### src/rtl/alu_pkg.sv
// -----------------------------------------------------------------------------
// alu_pkg
// Shared definitions for the execute controller and its register file:
//   - 5-bit ALU opcode constants (ADD..ARSH)
//   - processor status flag bit positions inside the 5-bit {N,Z,F,L,C} word
//   - execute FSM state encoding
//   - small opcode classification helpers
// -----------------------------------------------------------------------------
package alu_pkg;

   localparam logic [4:0] OP_ADD  = 5'd0;
   localparam logic [4:0] OP_SUB  = 5'd1;
   localparam logic [4:0] OP_CMP  = 5'd2;
   localparam logic [4:0] OP_AND  = 5'd3;
   localparam logic [4:0] OP_OR   = 5'd4;
   localparam logic [4:0] OP_XOR  = 5'd5;
   localparam logic [4:0] OP_NOT  = 5'd6;
   localparam logic [4:0] OP_LSH  = 5'd7;
   localparam logic [4:0] OP_RSH  = 5'd8;
   localparam logic [4:0] OP_ARSH = 5'd9;

   // Flag bit positions within the PSR / ALU flag word.
   localparam int FLAG_C = 0;
   localparam int FLAG_L = 1;
   localparam int FLAG_F = 2;
   localparam int FLAG_Z = 3;
   localparam int FLAG_N = 4;

   // ST_ILLEGAL is the single cycle in which a rejected opcode is reported;
   // it never drives the ALU and never commits anything.
   typedef enum logic [2:0] {
      ST_IDLE      = 3'd0,
      ST_OPERAND   = 3'd1,
      ST_EXEC      = 3'd2,
      ST_WRITEBACK = 3'd3,
      ST_ILLEGAL   = 3'd4
   } exec_state_t;

   function automatic logic op_is_legal(input logic [4:0] op);
      return (op <= OP_ARSH);
   endfunction

   // ADD/SUB take the whole flag word from the ALU.
   function automatic logic op_sets_all_flags(input logic [4:0] op);
      return (op == OP_ADD) || (op == OP_SUB);
   endfunction

   // Every legal op except CMP writes its result back to Rdest.
   function automatic logic op_writes_reg(input logic [4:0] op);
      return (op != OP_CMP);
   endfunction

endpackage

### src/rtl/alu_exec_ctrl_reg_file.sv
// -----------------------------------------------------------------------------
// reg_file_16x16
// General register file of the execute controller.
//   clk, reset_n        : clock, asynchronous active-low clear of every entry
//   rd_a_addr/rd_a_data : combinational read port A (Rdest operand)
//   rd_b_addr/rd_b_data : combinational read port B (Rsrc operand)
//   dbg_addr/dbg_data   : combinational debug read port
//   wr_en/wr_addr/wr_data : synchronous write port
// -----------------------------------------------------------------------------
module reg_file_16x16 #(
   parameter  int DATA_W = 16,
   parameter  int NREGS  = 16,
   localparam int AW     = $clog2(NREGS)
) (
   input  logic              clk,
   input  logic              reset_n,
   input  logic [AW-1:0]     rd_a_addr,
   output logic [DATA_W-1:0] rd_a_data,
   input  logic [AW-1:0]     rd_b_addr,
   output logic [DATA_W-1:0] rd_b_data,
   input  logic [AW-1:0]     dbg_addr,
   output logic [DATA_W-1:0] dbg_data,
   input  logic              wr_en,
   input  logic [AW-1:0]     wr_addr,
   input  logic [DATA_W-1:0] wr_data
);

   logic [DATA_W-1:0] mem_q [NREGS];
   logic [DATA_W-1:0] mem_d [NREGS];

   always_comb begin
      mem_d = mem_q;
      if (wr_en) begin
         mem_d[wr_addr] = wr_data;
      end
   end

   always_ff @(posedge clk or negedge reset_n) begin
      if (!reset_n) begin
         for (int i = 0; i < NREGS; i++) begin
            mem_q[i] <= '0;
         end
      end else begin
         mem_q <= mem_d;
      end
   end

   assign rd_a_data = mem_q[rd_a_addr];
   assign rd_b_data = mem_q[rd_b_addr];
   assign dbg_data  = mem_q[dbg_addr];

endmodule

### src/rtl/alu_exec_ctrl.sv
// -----------------------------------------------------------------------------
// alu_exec_ctrl
// Multi-cycle execute controller wrapped around an external combinational ALU.
// Owns the 16x16 register file and the PSR {N,Z,F,L,C}.
//
// Optional feature macro: IMM_EN (adds instr_imm / instr_use_imm; when
// use_imm is set the immediate replaces Rsrc for every op).
//
// Ports:
//   clk, reset_n             : clock, asynchronous active-low reset
//   instr_valid/instr_ready  : instruction handshake
//   instr_op/rdest/rsrc      : opcode, destination/first operand, source index
//   instr_imm/instr_use_imm  : immediate operand and select (IMM_EN only)
//   alu_rdest/alu_rsrc/alu_opcode : ALU operands/opcode, zero outside EXEC
//   alu_out/alu_flags        : ALU result and flags
//   done / illegal           : one-cycle commit / reject pulses
//   flags                    : current PSR
//   dbg_addr/dbg_data        : combinational register read-back
//   dbg_state                : current FSM state
//
// Handshake: an instruction transfers on a rising edge where instr_valid and
// instr_ready are both 1. instr_ready is 1 only in IDLE, and all instr_*
// inputs are ignored in every other state; valid may stay asserted and the
// next instruction is taken the cycle after WRITEBACK.
// -----------------------------------------------------------------------------
module alu_exec_ctrl
   import alu_pkg::*;
#(
   parameter  int DATA_W = 16,
   parameter  int NREGS  = 16,
   localparam int AW     = $clog2(NREGS)
) (
   input  logic              clk,
   input  logic              reset_n,
   input  logic              instr_valid,
   output logic              instr_ready,
   input  logic [4:0]        instr_op,
   input  logic [AW-1:0]     instr_rdest,
   input  logic [AW-1:0]     instr_rsrc,
`ifdef IMM_EN
   input  logic [DATA_W-1:0] instr_imm,
   input  logic              instr_use_imm,
`endif
   output logic [DATA_W-1:0] alu_rsrc,
   output logic [DATA_W-1:0] alu_rdest,
   output logic [4:0]        alu_opcode,
   input  logic [DATA_W-1:0] alu_out,
   input  logic [4:0]        alu_flags,
   output logic              done,
   output logic              illegal,
   output logic [4:0]        flags,
   input  logic [AW-1:0]     dbg_addr,
   output logic [DATA_W-1:0] dbg_data,
   output logic [2:0]        dbg_state
);

   exec_state_t       state_q, state_d;
   logic [4:0]        op_q, op_d;
   logic [AW-1:0]     rdest_idx_q, rdest_idx_d;
   logic [AW-1:0]     rsrc_idx_q, rsrc_idx_d;
   logic [DATA_W-1:0] opa_q, opa_d;         // Rdest operand value
   logic [DATA_W-1:0] opb_q, opb_d;         // Rsrc (or immediate) operand value
   logic [DATA_W-1:0] res_q, res_d;         // captured ALU result
   logic [4:0]        rflags_q, rflags_d;   // captured ALU flags
   logic [4:0]        psr_q, psr_d;
`ifdef IMM_EN
   logic [DATA_W-1:0] imm_q, imm_d;
   logic              use_imm_q, use_imm_d;
`endif

   logic [DATA_W-1:0] rf_rd_a;
   logic [DATA_W-1:0] rf_rd_b;
   logic              rf_wr_en;

   // Both read ports are addressed by the latched indices, so rdest == rsrc
   // simply yields the same pre-instruction value on both operands.
   reg_file_16x16 #(
      .DATA_W (DATA_W),
      .NREGS  (NREGS)
   ) u_reg_file (
      .clk       (clk),
      .reset_n   (reset_n),
      .rd_a_addr (rdest_idx_q),
      .rd_a_data (rf_rd_a),
      .rd_b_addr (rsrc_idx_q),
      .rd_b_data (rf_rd_b),
      .dbg_addr  (dbg_addr),
      .dbg_data  (dbg_data),
      .wr_en     (rf_wr_en),
      .wr_addr   (rdest_idx_q),
      .wr_data   (res_q)
   );

   always_comb begin
      state_d     = state_q;
      op_d        = op_q;
      rdest_idx_d = rdest_idx_q;
      rsrc_idx_d  = rsrc_idx_q;
      opa_d       = opa_q;
      opb_d       = opb_q;
      res_d       = res_q;
      rflags_d    = rflags_q;
      psr_d       = psr_q;
`ifdef IMM_EN
      imm_d       = imm_q;
      use_imm_d   = use_imm_q;
`endif

      case (state_q)
         ST_IDLE: begin
            if (instr_valid) begin
               op_d        = instr_op;
               rdest_idx_d = instr_rdest;
               rsrc_idx_d  = instr_rsrc;
`ifdef IMM_EN
               imm_d       = instr_imm;
               use_imm_d   = instr_use_imm;
`endif
               state_d     = ST_OPERAND;
            end
         end

         ST_OPERAND: begin
            opa_d = rf_rd_a;
`ifdef IMM_EN
            opb_d = use_imm_q ? imm_q : rf_rd_b;
`else
            opb_d = rf_rd_b;
`endif
            // Operand latching is harmless for a rejected op: nothing
            // downstream of ST_ILLEGAL consumes opa/opb.
            state_d = op_is_legal(op_q) ? ST_EXEC : ST_ILLEGAL;
         end

         ST_EXEC: begin
            res_d    = alu_out;
            rflags_d = alu_flags;
            state_d  = ST_WRITEBACK;
         end

         ST_WRITEBACK: begin
            if (op_sets_all_flags(op_q)) begin
               psr_d = rflags_q;
            end else if (op_q == OP_CMP) begin
               // Compare only refreshes the ordering flags; C and F keep
               // the last arithmetic result.
               psr_d[FLAG_L] = rflags_q[FLAG_L];
               psr_d[FLAG_Z] = rflags_q[FLAG_Z];
               psr_d[FLAG_N] = rflags_q[FLAG_N];
            end
            state_d = ST_IDLE;
         end

         ST_ILLEGAL: begin
            state_d = ST_IDLE;
         end

         default: begin
            state_d = ST_IDLE;
         end
      endcase
   end

   always_ff @(posedge clk or negedge reset_n) begin
      if (!reset_n) begin
         state_q     <= ST_IDLE;
         op_q        <= '0;
         rdest_idx_q <= '0;
         rsrc_idx_q  <= '0;
         opa_q       <= '0;
         opb_q       <= '0;
         res_q       <= '0;
         rflags_q    <= '0;
         psr_q       <= '0;
`ifdef IMM_EN
         imm_q       <= '0;
         use_imm_q   <= 1'b0;
`endif
      end else begin
         state_q     <= state_d;
         op_q        <= op_d;
         rdest_idx_q <= rdest_idx_d;
         rsrc_idx_q  <= rsrc_idx_d;
         opa_q       <= opa_d;
         opb_q       <= opb_d;
         res_q       <= res_d;
         rflags_q    <= rflags_d;
         psr_q       <= psr_d;
`ifdef IMM_EN
         imm_q       <= imm_d;
         use_imm_q   <= use_imm_d;
`endif
      end
   end

   // Register write happens on the WRITEBACK edge, so the new value shows up
   // on dbg_data the cycle after done.
   assign rf_wr_en = (state_q == ST_WRITEBACK) && op_writes_reg(op_q);

   // Outputs are decoded from the registered state only, so the pulses are
   // glitch-free and exactly one cycle wide.
   assign instr_ready = (state_q == ST_IDLE);
   assign done        = (state_q == ST_WRITEBACK);
   assign illegal     = (state_q == ST_ILLEGAL);
   assign flags       = psr_q;
   assign dbg_state   = state_q;

   assign alu_rdest   = (state_q == ST_EXEC) ? opa_q : '0;
   assign alu_rsrc    = (state_q == ST_EXEC) ? opb_q : '0;
   assign alu_opcode  = (state_q == ST_EXEC) ? op_q  : 5'd0;

endmodule

### config.mk
export PLATFORM = sky130hd
export DESIGN_NAME = alu_exec_ctrl
export DESIGN_NICKNAME = d
export VERILOG_FILES = /design/src/rtl/alu_pkg.sv /design/src/rtl/alu_exec_ctrl_reg_file.sv /design/src/rtl/alu_exec_ctrl.sv
export SDC_FILE = /design/constraint.sdc
export NUM_CORES = 1
export LEC_CHECK = 0
export ABC_AREA = 1
export CORE_UTILIZATION = 35
export DETAILED_ROUTE_END_ITERATION = 10
export PLACE_DENSITY = 0.5
export SLEW_MARGIN = 20
export SYNTH_ARGS = -nofsm -noshare
export SYNTH_HDL_FRONTEND = slang
export SYNTH_HIERARCHICAL = 1
export SYNTH_SLANG_ARGS = --single-unit
### constraint.sdc
create_clock -name clk -period 1.8 [get_ports clk]
set_input_delay 0.36 -clock clk [delete_from_list [all_inputs] [get_ports clk]]
set_output_delay 0.36 -clock clk [all_outputs]
set_load 0.01 [all_outputs]
==> impl_metrics.toml, run 1 <==
[global_route]
grt_antenna_before_repair = 2
grt_overflow = 0
grt_max_degree = 55
gr-usage-all-layers_pct = 30.8
grt_pass1_wl_um = 139000
grt_pass1_vias = 22300

[critical_path]
crit_path_top_delay_cell = "dfrtp_2"
critPathLaunchType = "flip-flop"
worst-path-stages = 6
worst-path-buf-inv = 4
path_cells = "nand3b_1, buf_6, buf_12, buf_8, nor2_4, buf_6"
ff2ff_setup_slack_ns = -0.30
cp_data_arrival_time_ns = 1.75
timing.rr.start = "dbg_state[0]"
worstRegToRegCells = 12
cp_slowest_stage_delay_ns = 0.40
r2r_end = "u_reg_file/mem_q[205]"
worstPathRequired_ns = 1.44
crit_top_cell = "buf_6"
end_kind = "output pin"
cp_top_family = "buffers and inverters"
cp_max_fo = 7
path_class = "reg -> out"

[cells_and_area]
area_delta_synth_final_pct = 39.4
final_area_sq_um = 28600
nets = 3575
layout-drive-gt1-share_pct = 26.7
fin_cells = 4326
fillCellCount = 5731

[outcome]
violations = "setup timing"
status = "finished with violations"

[timing]
slew_headroom_pct = 53.6
fin_crit_ns = 2.11
worst_slew_pin_slew_ns = 0.695
final_hold_viol_count = 0
maxSlewViolCount = 0
rsz0062_at_grt = "yes"
final-setup-viol-count = 332
fin_ws_ns = -0.306
fin_crit_sh_pct = 117
max_freq_ghz = 0.475
clock_skew_ns = 0.0207
setup-tns-final_ns = -58.55
timing.hold.ws_ns = 0.295

[synth]
synth.distinct_cells = 24
synth_common_cells = "nand2_1, nand3_1, inv_1"
synth_top_family_by_area = "simple AND/OR/NAND/NOR gates"
synth_seq_cells = 330
yosysMostFrequentCell = "nand2_1"
synth.area.top_cells = "dfrtp_1, nand2_1, nand3_1"
ys.flop_type = "dfrtp_1"
synth_top_cell_area_share_pct = 40.3
synth-xor-area-share_pct = 0
synthAdderAreaFrac_pct = 0
synth.avg_cell_area_sq_um = 6.48
async_flop_share_pct = 100
netlist_area_sq_um = 20500
syn_nets = 3203
postSynthCellCount = 3162
synthSimpleGateAreaFrac_pct = 40.0
synth_warnings = 6
synthMuxAreaShare_pct = 0
synth-compound-area-share_pct = 7.72
synth_top_area_cell = "dfrtp_1"
synth-edff-count = 0
ys_seq_area_share_pct = 40.3

[place]
place_congestion = 0.917
post-place-cells = 4113
dp_hpwl_um = 58200
placed_area_sq_um = 24500
port_buffers = 104

[pwr]
cellPowerDensity_nw_per_um2 = 1840
ir_worst_vdd_mv = 0.916
p_leak_nw = 14.8
p_total_mw = 52.5

[cts]
cts.sinks = 330
h-tree-depth = 2
clkTransAtPathRegs_ns = 0.06
cts_buffers = 39
insertion_delay_ns = 0.57
cts_tree = "done"
clk_root_buffer_cell = "clkbuf_16"
clockBufferDepth = 3

[floorplan]
dieWidth_um = 244
die_h_um = 244
rows = 88
io-pin-count = 105
die_area_sq_um = 59500
initial_core_util_pct = 35.4
core_sq_um = 57800

[drt]
via_per_inst = 5.45
final_antenna_net_count = 0
num_vias = 23600
wl_per_cell_um = 22.7
drc = 0
drt_first_pass_iters = 6
drtIter0Drc = 2733
route.final.wire_length_um = 98200

[hold_path]
hp-class = "in -> async"

[run]
max_cap_viol_count = 0
-- sequential cells by signal, summed over array words and instances (netlist names) --
register,flops
rflags_q,5
u_reg_file/mem_q,256
opa_q,16
op_q,5
flags,5
rsrc_idx_q,4
rdest_idx_q,4
opb_q,16
res_q,16
dbg_state,3
-- layer usage --
metal	wire length (um)	up-vias	global-route usage (%)
met5	13	-	0
met1	40500	11400	40.7
met3	8470	282	3.97
met2	43900	1177	49.9
li1	-	10800	-
met4	5370	2	14.1
-- worst max-delay path by stage --
stage | from | slack, ns | end
floorplan | dbg_state[0] | 0.0002 | u_reg_file/mem_q[166]
global placement | dbg_addr[3] | -0.68 | dbg_data[14]
detailed placement | dbg_addr[3] | -0.67 | dbg_data[14]
CTS | dbg_state[0] | -0.36 | alu_rdest[8]
global route | dbg_state[0] | -0.37 | alu_rdest[8]
finish | dbg_state[0] | -0.31 | alu_opcode[0]
-- where the power goes --
part	switching [mW]	total [mW]	internal, mW
sequential	2.24	13.0	10.7
clock	3.32	8.06	4.73
combinational	19.2	31.5	12.3
-- stage by stage --
stage          setup slack [ns]  utilization, %
6_report                 -0.306            49.4
5_1_grt                  -0.366            49.4
4_1_cts                  -0.360            47.3
3_5_place_dp             -0.673            42.5
3_3_place_gp             -0.680            42.5
2_1_floorplan          0.000206               -
-- cells in the final DEF (no fill, tap or decap), types with 2 or more instances in the layout --
master,count
nand2_1,1093
nand3_1,613
buf_4,339
dfrtp_1,323
o21ai_0,220
inv_1,187
inv_2,159
buf_12,77
nand3_2,77
clkbuf_16,55
buf_6,55
o21ai_1,52
nor2_1,43
nand2_2,42
clkdlybuf4s50_1,40
a21oi_1,26
nor2_4,25
buf_2,22
nor2_2,15
nand2_4,13
buf_16,10
nand3_4,9
clkbuf_8,8
clkinv_2,7
a21oi_2,6
clkbuf_1,6
dfrtp_2,5
o21ai_2,5
buf_8,4
bufinv_16,3
dlygate4sd2_1,3
inv_4,3
nand2_8,3
clkinvlp_4,2
dfrtp_4,2
-- timing repair --
item | 4_1_cts | 5_1_grt
buffers inserted | 81 | 35
hold buffers | 1 | 0
cloned | 11 | 19
pin swaps | 83 | 37
resized for setup | 595 | 177
endpoints found under the hold margin | 23 | 0
endpoints found under the setup margin | 301 | 348
-- cells by family (layout without fill, tap and decap cells) --
kind of cell,after synthesis,in the layout
AO/OA/AOI/OAI,311,311
buffers and inverters,585,983
flip-flops,330,330
other,0,1
AND/OR/NAND/NOR,1936,1936
-- layout make-up --
type                    instances  area, sq um  area share, %
inverters                     349         1320           4.61
flip-flops and latches        330         8270           29.0
multi-input cells            2247        10800           37.6
diodes                          1         2.50        0.00876
repair buffers                567         5990           21.0
clock buffers                  53         1110           3.88
clock inverters                14          158          0.552
well taps                     765          957           3.35
No activity file was read; power rests on OpenSTA's default activity.
==> inputs of run 2 (changes only) <==
--- a/config.mk
+++ b/config.mk
@@ -9,6 +9,7 @@
 export CORE_UTILIZATION = 35
 export DETAILED_ROUTE_END_ITERATION = 10
 export PLACE_DENSITY = 0.5
+export SKIP_LAST_GASP = 1
 export SLEW_MARGIN = 20
 export SYNTH_ARGS = -nofsm -noshare
 export SYNTH_HDL_FRONTEND = slang
==> impl_metrics.toml, run 2 (synthesis gave the netlist of run 1 again) <==
[outcome]
status = "finished with violations"
violations = "setup timing"

[run]
max_cap_viol_count = 0

[pwr]
p_leak_nw = 15.1
ir_worst_vdd_mv = 0.904
cellPowerDensity_nw_per_um2 = 1830

[cells_and_area]
area_delta_synth_final_pct = 42.5
layout-drive-gt1-share_pct = 29.6
largest-register = "u_reg_file/mem_q"
final_common_cell = "nand2_1"
final_area_sq_um = 29200
final_cell_mix = "nand2_1, nand3_1, buf_4"
largest_reg_flops = 256
fin_cells = 4367
nets = 3613

[hold_path]
hp-class = "in -> async"

[drt]
drc = 0
via_per_inst = 5.49
route.final.wire_length_um = 100000
wl_per_cell_um = 23.0
num_vias = 24000
drt_first_pass_iters = 6
final_antenna_net_count = 0
drtIter0Drc = 2976

[place]
pre_cts_slack_ns = -0.673
place_congestion = 0.917
placed_area_sq_um = 24500
post-place-cells = 4113
dp_hpwl_um = 58200
port_buffers = 104

[timing]
rsz0062_at_grt = "yes"
clock_skew_ns = 0.0183
max_freq_ghz = 0.474
fin_ws_ns = -0.311
final_hold_viol_count = 0
maxSlewViolCount = 0
slew_headroom_pct = 53.3
timing.hold.ws_ns = 0.307
worst_slew_pin_slew_ns = 0.700
fin_crit_ns = 2.11
final-setup-viol-count = 325
fin_crit_sh_pct = 117

[floorplan]
io-pin-count = 105
core_sq_um = 57800
die_area_sq_um = 59500
dieWidth_um = 244
initial_core_util_pct = 35.4
die_h_um = 244
rows = 88

[cts]
cts.sinks = 330
cts_buffers = 39
clockBufferDepth = 3
h-tree-depth = 2
clkTransAtPathRegs_ns = 0.06
insertion_delay_ns = 0.57
clk_root_buffer_cell = "clkbuf_16"
cts_tree = "done"

[global_route]
gr-usage-all-layers_pct = 30.7
grt_max_degree = 55
grt_pass1_vias = 22300
grt_antenna_before_repair = 5
grt_pass1_wl_um = 138000
grt_overflow = 0

[critical_path]
end_kind = "flip-flop"
cp_data_arrival_time_ns = 2.52
cp_max_fo = 8
path_class = "reg -> reg"
timing.rr.start = "dbg_state[0]"
critPathLaunchType = "flip-flop"
worstRegToRegCells = 13
r2r_end = "u_reg_file/mem_q[193]"
ff2ff_setup_slack_ns = -0.31
worstPathRequired_ns = 2.21
-- run 2: power breakdown --
group	internal (mW)	leakage [nW]	total, mW	switching, mW
logic	12.7	10.1	32.3	19.6
clock network	4.73	0.624	8.05	3.32
registers	10.7	4.36	13.0	2.30
total	28.1	15.1	53.3	25.2
-- run 2: critical path, stage by stage (launching register included) --
cell	delay [ns]
dfrtp_2	0.35
buf_4	0.14
nand2_4	0.05
nor2_4	0.12
inv_2	0.07
a21oi_4	0.17
nand2_2	0.11
buf_6	0.13
nor2_4	0.15
buf_6	0.15
nand2_8	0.09
buf_12	0.20
nand2_1	0.10
o21ai_0	0.10
-- run 2: metal layers --
layer	share of wire, %	up-vias	global-route usage, %
met3	8.9	317	3.98
met5	0.030	-	0
li1	-	10900	-
met1	41	11500	40.6
met4	5.6	4	14.2
met2	44	1333	49.9
-- run 2: cell type report --
type	instances	area [sq um]
tap	765	957
inverter	349	1320
multi-input combinational	2247	11000
sequential	330	8270
fill	5663	28600
antenna	4	10.0
timing repair buffer	605	6380
clock inverter	14	158
clock buffer	53	1110
-- run 2: what timing repair did --
action,CTS,global route
hold buffers,1,0
cloned,11,23
pin swaps,83,62
hold endpoints to repair,23,0
endpoints found under the setup margin,301,348
setup buffers,81,69
resized for setup,574,286
-- run 2: worst max-delay path by stage --
| stage | startpoint | end | slack, ns | cells after the start |
|---|---|---|---|---|
| floorplan | dbg_state[0] | u_reg_file/mem_q[166] | 0.0002 | 10 |
| global placement | dbg_addr[3] | dbg_data[14] | -0.68 | 6 |
| detailed placement | dbg_addr[3] | dbg_data[14] | -0.67 | 6 |
| CTS | dbg_state[0] | alu_rdest[8] | -0.36 | 6 |
| global route | dbg_state[0] | u_reg_file/mem_q[193] | -0.37 | 13 |
| finish | dbg_state[0] | u_reg_file/mem_q[193] | -0.31 | 13 |
-- run 2: per-stage QoR --
step	util (%)	setup TNS, ns	power [mW]
after floorplan	-	0	28.2
after global placement	42.5	-23.51	40.2
after detailed placement	42.5	-28.60	40.5
after CTS	47.3	-43.28	50.8
after global routing	50.5	-73.97	56.7
final	50.5	-50.80	53.3
